**config.mk**
```make
export PLATFORM = sky130hd
export DESIGN_NAME = sqrt_digit_recurrence_flat
export DESIGN_NICKNAME = d
export VERILOG_FILES = /design/src/rtl/sqrt_pkg.sv /design/src/rtl/sqrt_digit_recurrence_if.sv /design/src/rtl/sqrt_digit_step.sv /design/src/rtl/sqrt_digit_recurrence.sv /design/src/flat_wrapper.sv
export SDC_FILE = /design/constraint.sdc
export NUM_CORES = 1
export LEC_CHECK = 0
export CAP_MARGIN = 20
export CORE_ASPECT_RATIO = 1.75
export CORE_MARGIN = 3
export CORE_UTILIZATION = 38
export DETAILED_ROUTE_END_ITERATION = 10
export HOLD_SLACK_MARGIN = 0.02
export SYNTH_ARGS = -nofsm -noshare
export SYNTH_HDL_FRONTEND = slang
export SYNTH_SLANG_ARGS = --single-unit
```
**constraint.sdc**
```tcl
create_clock -name iClk -period 2.68 [get_ports iClk]
set_clock_uncertainty 0.1 [all_clocks]
set_input_delay 0.536 -clock iClk [delete_from_list [all_inputs] [get_ports iClk]]
set_output_delay 0.536 -clock iClk [all_outputs]
set_load 0.01 [all_outputs]
```
**src/rtl/sqrt_pkg.sv**
```systemverilog
// Shared parameters, FSM state type and exponent-shift helper for the
// digit-recurrence square-root core.
package sqrt_pkg;

    localparam int unsigned X_W    = 26;
    localparam int unsigned EXP_W  = 6;
    localparam int unsigned LZ_ONE = 6;
    localparam int unsigned CNT_W  = $clog2(X_W);
    localparam int unsigned REM_W  = X_W + 2;
    localparam int unsigned RAD_W  = 2 * X_W;

    typedef enum logic [1:0] {
        IDLE,
        CALC,
        DONE
    } state_e;

    // Half-exponent of the result. The reduction stage applied an even
    // shift k; the root needs k/2, positive when the operand was scaled
    // up (small leading-zero count) and negative when scaled down.
    function automatic logic [EXP_W-1:0] calc_shift(
        input logic [EXP_W-1:0] exp_f,
        input logic [EXP_W-1:0] exp_f1
    );
        logic [EXP_W:0]   k;
        logic [EXP_W-1:0] half;
        logic [EXP_W-1:0] result;
        k      = '0;
        half   = '0;
        result = '0;
        if (exp_f1 < EXP_W'(LZ_ONE)) begin
            k      = {1'b0, exp_f} + (EXP_W+1)'(exp_f[0]);
            half   = EXP_W'(k >> 1);
            result = half;
        end else if (exp_f1 == EXP_W'(LZ_ONE)) begin
            result = '0;
        end else begin
            k      = {1'b0, exp_f} - (EXP_W+1)'(exp_f[0]);
            half   = EXP_W'(k >> 1);
            result = -half;
        end
        return result;
    endfunction

endpackage

```
**src/rtl/sqrt_digit_recurrence_if.sv**
```systemverilog
// Operand and result handshake bundle of the square-root core.
// The core attaches through the slave modport, the producer/consumer
// side through the master modport.
interface sqrt_digit_recurrence_if;
    import sqrt_pkg::*;

    // operand channel
    logic             iValid;
    logic             oReady;
    logic [X_W-1:0]   iX_f;
    logic [EXP_W-1:0] iExp_f;
    logic [EXP_W-1:0] iExp_f1;

    // result channel
    logic             oValid;
    logic             iReady;
    logic [X_W-1:0]   oRoot;
    logic             oRem_nz;
    logic [EXP_W-1:0] oShift;

    modport slave (
        input  iValid,
        input  iX_f,
        input  iExp_f,
        input  iExp_f1,
        input  iReady,
        output oReady,
        output oValid,
        output oRoot,
        output oRem_nz,
        output oShift
    );

    modport master (
        output iValid,
        output iX_f,
        output iExp_f,
        output iExp_f1,
        output iReady,
        input  oReady,
        input  oValid,
        input  oRoot,
        input  oRem_nz,
        input  oShift
    );

endinterface

```
**src/rtl/sqrt_digit_step.sv**
```systemverilog
// One restoring square-root recurrence step: brings down two radicand
// bits, tries to subtract (4*root + 1) and produces the next root bit.
module sqrt_digit_step
    import sqrt_pkg::*;
(
    input  logic [REM_W-1:0] rem_i,
    input  logic [X_W-1:0]   root_i,
    input  logic [1:0]       bits_i,
    output logic [REM_W-1:0] rem_o,
    output logic [X_W-1:0]   root_o
);

    logic [REM_W+1:0] acc;
    logic [REM_W+1:0] sub;
    logic [REM_W+1:0] trial;

    // Trial subtraction; keep it when non-negative, otherwise restore.
    // The remainder is bounded by 2*root, so truncation to REM_W is exact.
    always_comb begin
        acc   = {rem_i, bits_i};
        sub   = {2'b00, root_i, 2'b01};
        trial = acc - sub;
        if (acc >= sub) begin
            rem_o  = REM_W'(trial);
            root_o = X_W'({root_i, 1'b1});
        end else begin
            rem_o  = REM_W'(acc);
            root_o = X_W'({root_i, 1'b0});
        end
    end

endmodule

```
**src/rtl/sqrt_digit_recurrence.sv**
```systemverilog
// Iterative square-root core: floor(sqrt(X_f * 2^X_W)) one root bit per
// clock by restoring digit recurrence, plus the signed half-exponent
// shift for later denormalisation. One operation in flight at a time.
module sqrt_digit_recurrence
    import sqrt_pkg::*;
(
    input logic                      iClk,
    input logic                      iRst_n,
    sqrt_digit_recurrence_if.slave   bus
);

    state_e            state_q;
    logic [CNT_W-1:0]  cnt_q;
    logic [RAD_W-1:0]  rad_q;
    logic [REM_W-1:0]  rem_q;
    logic [X_W-1:0]    root_q;
    logic [EXP_W-1:0]  shift_q;

    logic              ready_q;
    logic              valid_q;
    logic [X_W-1:0]    root_out_q;
    logic              rem_nz_q;
    logic [EXP_W-1:0]  shift_out_q;

    logic [REM_W-1:0]  rem_d;
    logic [X_W-1:0]    root_d;

    sqrt_digit_step u_step (
        .rem_i  (rem_q),
        .root_i (root_q),
        .bits_i (rad_q[RAD_W-1 -: 2]),
        .rem_o  (rem_d),
        .root_o (root_d)
    );

    // Control FSM, recurrence datapath and registered result outputs.
    // The first DONE cycle loads the result registers and raises oValid;
    // retirement on iReady is only possible once oValid is visible.
    always_ff @(posedge iClk or negedge iRst_n) begin
        if (!iRst_n) begin
            state_q     <= IDLE;
            cnt_q       <= '0;
            rad_q       <= '0;
            rem_q       <= '0;
            root_q      <= '0;
            shift_q     <= '0;
            ready_q     <= 1'b1;
            valid_q     <= 1'b0;
            root_out_q  <= '0;
            rem_nz_q    <= 1'b0;
            shift_out_q <= '0;
        end else begin
            case (state_q)
                IDLE: begin
                    if (bus.iValid && ready_q) begin
                        rad_q   <= {bus.iX_f, {X_W{1'b0}}};
                        rem_q   <= '0;
                        root_q  <= '0;
                        cnt_q   <= CNT_W'(X_W - 1);
                        shift_q <= calc_shift(bus.iExp_f, bus.iExp_f1);
                        ready_q <= 1'b0;
                        state_q <= CALC;
                    end
                end
                CALC: begin
                    rem_q  <= rem_d;
                    root_q <= root_d;
                    rad_q  <= {rad_q[RAD_W-3:0], 2'b00};
                    cnt_q  <= cnt_q - CNT_W'(1);
                    if (cnt_q == '0) begin
                        state_q <= DONE;
                    end
                end
                DONE: begin
                    if (!valid_q) begin
                        root_out_q  <= root_q;
                        rem_nz_q    <= (rem_q != '0);
                        shift_out_q <= shift_q;
                        valid_q     <= 1'b1;
                    end else if (bus.iReady) begin
                        valid_q <= 1'b0;
                        ready_q <= 1'b1;
                        state_q <= IDLE;
                    end
                end
                default: begin
                    state_q <= IDLE;
                    ready_q <= 1'b1;
                    valid_q <= 1'b0;
                end
            endcase
        end
    end

    assign bus.oReady  = ready_q;
    assign bus.oValid  = valid_q;
    assign bus.oRoot   = root_out_q;
    assign bus.oRem_nz = rem_nz_q;
    assign bus.oShift  = shift_out_q;

endmodule

```
**src/flat_wrapper.sv**
```systemverilog
// flat-port wrapper written by rule: the top's interface ports become plain ports
module sqrt_digit_recurrence_flat import sqrt_pkg::*;
  (iClk, iRst_n, bus_iValid, bus_iX_f, bus_iExp_f, bus_iExp_f1, bus_iReady, bus_oReady, bus_oValid, bus_oRoot, bus_oRem_nz, bus_oShift);
  sqrt_digit_recurrence_if bus_i ();
  input logic iClk;
  input logic iRst_n;
  input wire logic [$bits(bus_i.iValid)-1:0] bus_iValid;
  input wire logic [$bits(bus_i.iX_f)-1:0] bus_iX_f;
  input wire logic [$bits(bus_i.iExp_f)-1:0] bus_iExp_f;
  input wire logic [$bits(bus_i.iExp_f1)-1:0] bus_iExp_f1;
  input wire logic [$bits(bus_i.iReady)-1:0] bus_iReady;
  output wire logic [$bits(bus_i.oReady)-1:0] bus_oReady;
  output wire logic [$bits(bus_i.oValid)-1:0] bus_oValid;
  output wire logic [$bits(bus_i.oRoot)-1:0] bus_oRoot;
  output wire logic [$bits(bus_i.oRem_nz)-1:0] bus_oRem_nz;
  output wire logic [$bits(bus_i.oShift)-1:0] bus_oShift;
  assign bus_i.iValid = bus_iValid;
  assign bus_i.iX_f = bus_iX_f;
  assign bus_i.iExp_f = bus_iExp_f;
  assign bus_i.iExp_f1 = bus_iExp_f1;
  assign bus_i.iReady = bus_iReady;
  assign bus_oReady = bus_i.oReady;
  assign bus_oValid = bus_i.oValid;
  assign bus_oRoot = bus_i.oRoot;
  assign bus_oRem_nz = bus_i.oRem_nz;
  assign bus_oShift = bus_i.oShift;
  sqrt_digit_recurrence u_core (.iClk(iClk), .iRst_n(iRst_n), .bus(bus_i));
endmodule
```
==> results of run 1 <==
-- layout make-up --
cell class | count | area [um2]
tap | 234 | 293
timing repair buffer | 216 | 1930
clock inverter | 13 | 235
inverter | 40 | 150
fill | 1604 | 8000
sequential | 128 | 3200
multi-input combinational | 527 | 3870
clock buffer | 19 | 443
-- state kept, by name, indices dropped and copies added (netlist names) --
signal	cells
u_core.rad_q	26
u_core.state_q	2
u_core.bus.oRoot	26
u_core.root_q	26
u_core.bus.oValid	1
u_core.shift_q	6
u_core.bus.oShift	6
u_core.cnt_q	5
u_core.rem_q	28
u_core.bus.oReady	1
u_core.bus.oRem_nz	1
-- logic make-up (layout without fill, tap and decap cells) --
| logic type | after synthesis | after routing | synth area share (%) |
|---|---|---|---|
| AOI/OAI and AO/OA | 184 | 184 | 16.9 |
| DFF | 128 | 128 | 45.3 |
| and+or+nand+nor | 225 | 225 | 15.2 |
| muxes | 56 | 56 | 8.49 |
| adders and majority gates | 33 | 33 | 5.84 |
| xor gates and xnor gates | 29 | 29 | 3.59 |
| buffers and inverters | 80 | 288 | 4.67 |
-- power by group through the flow --
stage          clock network (mW)  registers (mW)  logic (mW)
4_1_cts                      2.72            3.26        9.84
3_3_place_gp                    0            3.22        8.74
5_1_grt                      2.80            3.37        11.1
6_report                     2.67            3.27        10.2
2_1_floorplan                   0            3.30        5.28
3_5_place_dp                    0            3.26        8.86
-- layer usage --
layer / global-route usage, % / wire length (um)
met1: 20.9 / 7310
met2: 37.9 / 11000
met3: 3.74 / 555
met4: 10.3 / 799
met5: 0 / 0
-- worst max-delay path by stage --
stage | from | end | slack (ns) | cells past startpoint
floorplan | u_core.root_q[2] | u_core.rem_q[25] | -0.006 | 11
detailed placement | u_core.root_q[2] | u_core.rem_q[14] | -0.27 | 12
global placement | u_core.root_q[0] | u_core.rem_q[11] | -0.22 | 12
finish | u_core.root_q[5] | u_core.rem_q[26] | -0.18 | 14
CTS | u_core.rem_q[9] | u_core.rem_q[5] | -0.21 | 12
global route | u_core.root_q[9] | u_core.rem_q[18] | -0.29 | 13
-- worst max-delay path, delay by kind of cell (launching register included) --
family	cells	cell delay [ns]
AO/OA/AOI/OAI	7	1.40
adder cells (fa/ha/maj)	1	0.20
buffers and inverters	4	0.47
flip-flops	1	0.39
AND/OR/NAND/NOR	2	0.22
-- stage by stage --
stage	worst slack, ns	instances	hold WS (ns)	total power [mW]
6_report	-0.178	1177	0.373	16.1
5_1_grt	-0.288	1177	0.404	17.3
4_1_cts	-0.215	1175	0.377	15.8
3_5_place_dp	-0.269	1130	0.364	12.1
3_3_place_gp	-0.225	1130	0.360	12.0
2_1_floorplan	-0.00626	735	0.140	8.58
-- repair_timing --
action,in CTS,in global routing
hold buffers,1,0
gates resized for setup,36,22
pin swaps,23,12
hold endpoints to repair,27,0
setup buffers,10,3
gates cloned,2,0
endpoints found under the setup margin,29,29
-- Yosys cell counts (all sizes together) (7+ instances only) --
| library cell | number | area share (%) |
|---|---|---|
| inv | 40 | 2.1 |
| ha | 33 | 5.8 |
| a21o | 10 | 1.1 |
| nand3 | 54 | 3.8 |
| nor3 | 14 | 0.99 |
| mux2 | 32 | 5.1 |
| nand4 | 9 | 0.80 |
| nor2 | 23 | 1.2 |
| xnor2 | 22 | 2.7 |
| a22oi | 23 | 2.4 |
| mux2i | 24 | 3.4 |
| clkbuf | 28 | 1.5 |
| a21oi | 34 | 2.6 |
| o21ai | 70 | 5.0 |
| xor2 | 7 | 0.87 |
| nor4 | 11 | 0.97 |
| nand2 | 84 | 4.5 |
| nand2b | 7 | 0.62 |
| dfrtp | 127 | 45 |
| buf | 12 | 1.0 |
==> results.yml, run 1 <==
worst_setup_path:
  path_cells: "inv_2 > ha_4 > a21o_1 > a31oi_2 > nor2_2 > o41a_4 > o211ai_4 > a221o_1 > a21oi_4 > buf_12 > buf_6 > buf_6 > nand3b_1 > o211ai_1"
  r2r_cells: 14
  path_common_cell: "buf_6"
  endpoint_kind: "flop"
  cp_max_fo: 4
  r2r-end: "u_core.rem_q[26]"
  cp_data_arrival_time_ns: 3.10
  cpMaxStageDelayCell: "o41a_4"
  cp-start-kind: "flop"
  r2r_slack_ns: -0.18
  cp.required_ns: 2.92
  regToRegStartpoint: "u_core.root_q[5]"
  cpPeakStageDelay_ns: 0.48
  critPathKind: "flop to flop"
floorplanning:
  start_util_pct: 39.0
  dieArea_mm2: 0.0203
  die_width_um: 109
  pin_count: 77
  core_mm2: 0.0181
  die_h_um: 186
  rows: 65
outcome:
  status: "complete, but fails checks"
  violations: "negative setup slack"
clock_tree:
  clock-root-buffer: "clkbuf_16"
  clkTransAtPathRegs_ns: 0.06
  clk_path_buf_depth: 2
  cts.sinks: 128
  cts_tree: "built"
  htreeDepth: 4
  cts_buffers: 17
  insertion_delay_ns: 0.43
finish:
  area_growth_pct: 43.3
  drive_above_1_share_pct: 27.7
  design_area_mm2: 0.0101
  final_util_pct: 55.9
  layout_commonest_cell: "buf_4"
  diodes: 0
  mostFrequentLayoutCells: "buf_4, dfrtp_1, nand2_1, clkdlybuf4s50_1, nand3_1"
  final_nets: 1005
yosys:
  synth_edf_count: 0
  syn_area_per_cell_um2: 9.62
  synth-seq-cells: 128
  syn_area_mm2: 0.00707
  yosys_warnings: 0
  ys_async_sr_fraction_pct: 100
  synth.distinct_cells: 60
  synthCells: 735
  syn-num-nets: 810
  synth-main-ff-cell: "dfrtp_1"
  yosysSeqAreaShare_pct: 45.3
global_routing:
  grt_max_degree: 92
  grt_pass1_vias: 6684
  grtUsageTotal_pct: 20.4
  grt_pass1_wl_um: 32600
  antenna_found_initial: 0
  grt-ovfl-total: 0
power:
  power_density_mw_per_mm2: 1590
  seqPwrFrac_pct: 20.3
  combPwrFrac_pct: 63.2
  ir_worst_vdd_mv: 0.575
  pwr-share-clk_pct: 16.5
  p_leak_nw: 4.67
  p_sw_share_pct: 39.2
  p_switching_mw: 6.33
  power.internal_mw: 9.82
worst_hold_path:
  hold_path_depth: 2
  hold_path_end: "u_core.rad_q[39]"
  min_path_type: "flop to flop"
  worstHoldStart: "u_core.rad_q[39]"
placed_design:
  dpl_cell_area_mm2: 0.00898
  numPortBuffers: 76
  dpl.hpwl_um: 14000
  gp_congestion: 0.943
sta:
  slew-limit-headroom_pct: 67.1
  worst_pin_slew_ns: 0.494
  rsz0062_at_grt: "true"
  timing.final.ws_setup_ns: -0.178
  final_max_slew_viol_count: 0
  setup_violations: 29
  max_clock_freq_mhz: 350
  fin_setup_tns_ns: -3.95
  min_period_ns: 2.86
  fin_crit_sh_pct: 107
  finalHoldViolations: 0
route:
  vias_per_cell: 5.32
  drc: 0
  first_pass_iters: 4
  drt_iter0_markers: 233
  routed_wl_um: 19700
  vias: 6267
  detail-route-antenna-nets: 0
  wl_per_cell_um: 16.7
job:
  maxCapViolCount: 0
No activity file was read; power rests on OpenSTA's default activity.
==> run 2: changes to the inputs <==
- CTS_BUF_LIST: unset -> sky130_fd_sc_hd__clkbuf_4 sky130_fd_sc_hd__clkbuf_8
==> run 2 against run 1 <==
  * The run still ends with negative setup slack left
  * Clock-buffer cell count unchanged
  * Combinational power is essentially flat
  * Sequential share of layout area is 0.31 points higher
  * Final area down 0.98%
  * Critical endpoint is now u_core.rem_q[5]
  * Largest cell class unchanged
  * Largest power group unchanged
==> results.yml, run 2 (same netlist as run 1, synthesis figures left out) <==
clock_tree:
  clkTransAtPathRegs_ns: 0.09
  cts.sinks: 128
  insertion_delay_ns: 0.45
  clk_path_buf_depth: 2
  cts_tree: "built"
  clock-root-buffer: "clkbuf_8"
  cts_buffers: 17
  htreeDepth: 4
job:
  maxCapViolCount: 0
worst_setup_path:
  critPathKind: "flop to flop"
  cp-start-kind: "flop"
  endpoint_kind: "flop"
  r2r-end: "u_core.rem_q[5]"
  cp_data_arrival_time_ns: 3.11
  regToRegStartpoint: "u_core.rem_q[0]"
  cp_max_fo: 6
  r2r_cells: 12
  r2r_slack_ns: -0.22
  cp.required_ns: 2.89
sta:
  final_max_slew_viol_count: 0
  fin_setup_tns_ns: -4.36
  setup_violations: 28
  fin_crit_sh_pct: 108
  worst_pin_slew_ns: 0.484
  min_period_ns: 2.90
  max_clock_freq_mhz: 345
  finalHoldViolations: 0
  slew-limit-headroom_pct: 67.4
  timing.final.ws_setup_ns: -0.218
  rsz0062_at_grt: "true"
route:
  drt_iter0_markers: 261
  routed_wl_um: 19400
  wl_per_cell_um: 16.4
  detail-route-antenna-nets: 0
  vias: 6266
  drc: 0
  vias_per_cell: 5.31
  first_pass_iters: 6
finish:
  area_growth_pct: 41.9
  final_nets: 1009
  top_register: "u_core.rem_q"
  fillCellCount: 1606
  drive_above_1_share_pct: 28.6
  mostFrequentLayoutCells: "buf_4, dfrtp_1, nand2_1, clkdlybuf4s50_1, nand3_1"
  layout_commonest_cell: "buf_4"
  largest_reg_flops: 28
  stdcell_count: 1181
  diodes: 0
floorplanning:
  core_mm2: 0.0181
  rows: 65
  start_util_pct: 39.0
  die_width_um: 109
  dieArea_mm2: 0.0203
  pin_count: 77
  die_h_um: 186
global_routing:
  grt-ovfl-total: 0
  grt_pass1_wl_um: 32100
  grt_pass1_vias: 6635
  antenna_found_initial: 0
  grt_max_degree: 92
  grtUsageTotal_pct: 19.8
worst_hold_path:
  min_path_type: "flop to flop"
  hold_path_depth: 2
  hold_path_end: "u_core.rad_q[39]"
  worstHoldStart: "u_core.rad_q[39]"
power:
  power_mw: 15.7
  p_leak_nw: 4.61
  power_density_mw_per_mm2: 1570
  ir_worst_vdd_mv: 0.515
outcome:
  violations: "negative setup slack"
  status: "complete, but fails checks"
placed_design:
  dpl.cell_count: 1130
  dpl.hpwl_um: 14000
  numPortBuffers: 76
  dpl_worst_slack_ns: -0.269
  gp_congestion: 0.943
==> run 2: routing by layer <==
| metal | up-vias | GRT usage [%] | part of all wire (%) |
|---|---|---|---|
| li1 | 3038 | - | - |
| met1 | 3074 | 20.9 | 37 |
| met2 | 111 | 36.8 | 56 |
| met3 | 43 | 2.84 | 2.4 |
| met4 | 0 | 10.4 | 4.1 |
| met5 | - | 0 | 0 |
==> run 2: layout make-up <==
type | count | area (um2) | area share (%)
inverters | 40 | 150 | 1.50
clock buffers | 19 | 255 | 2.54
well taps | 234 | 293 | 2.92
repair buffers | 220 | 1970 | 19.6
flip-flops and latches | 128 | 3200 | 31.9
multi-input cells | 527 | 3930 | 39.1
clock inverters | 13 | 235 | 2.34
==> run 2: critical path, stage by stage (launching register included) <==
cell	delay, ns
dfrtp_1	0.43
ha_4	0.31
buf_6	0.09
nand4_1	0.07
nor4_2	0.33
nand4_1	0.11
and3_1	0.19
a221o_1	0.36
a21oi_4	0.21
buf_12	0.15
buf_12	0.13
mux2i_4	0.22
o21ai_1	0.07
==> run 2: worst max path at each step <==
stage	start	endpoint	slack, ns	depth (start not counted)
after floorplan	u_core.root_q[2]	u_core.rem_q[25]	-0.006	11
after global placement	u_core.root_q[0]	u_core.rem_q[11]	-0.22	12
after CTS	u_core.rem_q[0]	u_core.rem_q[18]	-0.22	12
final	u_core.rem_q[0]	u_core.rem_q[5]	-0.22	12
after global routing	u_core.root_q[21]	u_core.rem_q[3]	-0.32	13
after detailed placement	u_core.root_q[2]	u_core.rem_q[14]	-0.27	12
==> run 2: timing repair <==
item / 4_1_cts / 5_1_grt
hold buffers: 1 / 0
resized for setup: 35 / 38
endpoints found under the hold margin: 27 / 0
gates cloned: 2 / 0
setup endpoints to repair: 29 / 29
setup buffers: 11 / 8
pin swaps: 22 / 22
==> run 2: through the flow <==
step / util, % / cell area (um2) / hold WS (ns)
after floorplan: - / 7090 / 0.140
after global placement: 49.5 / 8980 / 0.360
after detailed placement: 49.5 / 8980 / 0.364
after CTS: 54.1 / 9810 / 0.381
after global routing: 55.3 / 10000 / 0.407
final: 55.3 / 10000 / 0.378
==> run 2: report_power, final <==
group / internal, mW / switching (mW)
Combinational: 5.47 / 4.91
Clock: 1.24 / 0.813
Sequential: 2.73 / 0.537
Total: 9.44 / 6.26
==> run 3: changes to the inputs <==
- CTS_CLUSTER_DIAMETER: unset -> 150
- GPL_TIMING_DRIVEN: unset -> 0
- PLACE_DENSITY: unset -> 0.7
==> run 3 against run 2 <==
  * The run still ends with negative setup slack left
  * Fmax fell by 4.6%
  * Worst setup slack got worse by 0.14 ns
  * Non-clock buffer count is 60 lower
  * Clock power is 15% lower
  * Worst hold slack better by 0.0011 ns
  * Clock-buffer cell count fell by 2
  * Final cell count down 5.1%
  * Critical path depth is the same
  * Global-route usage is 0.33 points lower
  * Critical path type unchanged
  * Highest routed layer unchanged
==> results.yml, run 3 (same netlist as run 1, synthesis figures left out) <==
floorplanning:
  pin_count: 77
  die_width_um: 109
  die_h_um: 186
  start_util_pct: 39.0
  dieArea_mm2: 0.0203
  rows: 65
  core_mm2: 0.0181
worst_setup_path:
  crit_buf_inv: 2
  path_cells: "ha_4 > nand3_4 > o21bai_4 > a211oi_4 > o41a_2 > o211ai_2 > a221o_1 > a21oi_4 > buf_6 > buf_12 > mux2i_2 > o21ai_1"
  regToRegStartpoint: "u_core.rem_q[2]"
  cpPeakStageDelay_ns: 0.45
  cp_max_fo: 5
  r2r-end: "u_core.rem_q[16]"
  endpoint_kind: "flop"
  cp.required_ns: 2.90
  cp-start-kind: "flop"
  cp_data_arrival_time_ns: 3.26
  cp_top_family: "compound AO/OA/AOI/OAI gates"
  r2r_cells: 12
  critPathKind: "flop to flop"
  cpMaxStageDelayCell: "dfrtp_2"
  r2r_slack_ns: -0.36
placed_design:
  dpl_cell_area_mm2: 0.00818
  gp_congestion: 0.908
  numPortBuffers: 76
  dpl.hpwl_um: 13500
  dpl.cell_count: 1046
  dpl_worst_slack_ns: -0.673
finish:
  fillCellCount: 1585
  stdcell_count: 1121
  area_growth_pct: 32.7
  top_register: "u_core.rem_q"
  layout_commonest_cell: "dfrtp_1"
  design_area_mm2: 0.00938
  largest_reg_flops: 28
  mostFrequentLayoutCells: "dfrtp_1, nand2_1, clkdlybuf4s50_1, nand3_1, o21ai_0"
  final_util_pct: 51.7
  final_nets: 949
  diodes: 0
  drive_above_1_share_pct: 21.3
clock_tree:
  clk_path_buf_depth: 2
  cts.sinks: 128
  cts_buffers: 17
  cts_tree: "built"
  clkTransAtPathRegs_ns: 0.08
  insertion_delay_ns: 0.46
  htreeDepth: 4
  clock-root-buffer: "clkbuf_8"
route:
  detail-route-antenna-nets: 0
  vias_per_cell: 5.56
  first_pass_iters: 4
  drt_iter0_markers: 292
  drc: 0
  routed_wl_um: 19700
  vias: 6230
  wl_per_cell_um: 17.6
sta:
  slew-limit-headroom_pct: 42.1
  finalHoldViolations: 0
  final_max_slew_viol_count: 0
  worst_pin_slew_ns: 0.865
  setup_violations: 29
  fin_crit_sh_pct: 113
  rsz0062_at_grt: "true"
  hold_slack_ns: 0.379
  min_period_ns: 3.04
  max_clock_freq_mhz: 329
  timing.final.ws_setup_ns: -0.356
global_routing:
  grt-ovfl-total: 0
  grt_pass1_vias: 6307
  antenna_found_initial: 0
  grtUsageTotal_pct: 19.5
  grt_max_degree: 80
  grt_pass1_wl_um: 31500
job:
  maxCapViolCount: 0
worst_hold_path:
  hold_path_depth: 2
  worstHoldStart: "u_core.rad_q[41]"
  min_path_type: "flop to flop"
  hold_path_end: "u_core.rad_q[41]"
power:
  p_leak_nw: 4.15
  power_density_mw_per_mm2: 1540
  ir_worst_vdd_mv: 0.664
outcome:
  status: "complete, but fails checks"
  violations: "negative setup slack"
-- run 3: cell types whose count changed in the layout (fill, tap and decap cells not counted), sizes merged --
cell / previous run / this run
clkinv: 5 / 0
bufinv: 6 / 2
buf: 144 / 57
clkbuf: 19 / 44
clkinvlp: 2 / 5
inv: 40 / 48
-- run 3: worst max path at each step --
| stage | cells past startpoint | to | start |
|---|---|---|---|
| after floorplan | 11 | u_core.rem_q[25] | u_core.root_q[2] |
| after global placement | 1 | u_core.bus.oRoot[25] | iRst_n |
| after detailed placement | 12 | u_core.rem_q[25] | u_core.root_q[13] |
| after CTS | 12 | u_core.rem_q[16] | u_core.rem_q[4] |
| after global routing | 13 | u_core.rem_q[12] | u_core.root_q[16] |
| final | 12 | u_core.rem_q[16] | u_core.rem_q[2] |
-- run 3: final cells by class --
type / instances / area, um2 / area share (%)
buffer: 38 / 218 / 2.32
clock buffer: 17 / 234 / 2.49
clock inverter: 15 / 173 / 1.84
inverter: 40 / 150 / 1.60
multi-input combinational: 527 / 3920 / 41.7
sequential: 128 / 3220 / 34.3
tap: 234 / 293 / 3.12
timing repair buffer: 122 / 1180 / 12.6
-- run 3: worst register-to-register path, cell delays in order (launching register included) --
cell	delay [ns]
dfrtp_2	0.45
ha_4	0.31
nand3_4	0.08
o21bai_4	0.20
a211oi_4	0.32
o41a_2	0.22
o211ai_2	0.10
a221o_1	0.36
a21oi_4	0.20
buf_6	0.16
buf_12	0.13
mux2i_2	0.23
o21ai_1	0.07
-- run 3: metal layers --
| layer | share of wire (%) | global-route usage (%) |
|---|---|---|
| met5 | 0 | 0 |
| met2 | 55 | 35.8 |
| met3 | 3.2 | 2.77 |
| met1 | 37 | 20.8 |
| met4 | 4.7 | 10.5 |
-- run 3: power by group --
group | internal [mW] | switching (mW)
Clock | 0.854 | 0.882
Combinational | 4.60 | 4.70
Sequential | 2.74 | 0.679
-- run 3: what timing repair did --
item,4_1_cts,5_1_grt
pin swaps,26,18
endpoints found under the hold margin,48,0
hold buffers,1,0
setup buffers,28,14
gates cloned,2,1
gates resized for setup,62,36
endpoints found under the setup margin,29,31
-- run 3: through the flow --
stage                     setup TNS [ns]  power [mW]
after floorplan                 -0.00626        8.58
after global placement           -561.81        10.4
after detailed placement          -20.55        10.5
after CTS                          -8.11        13.8
after global routing              -11.65        15.4
final                              -8.40        14.5
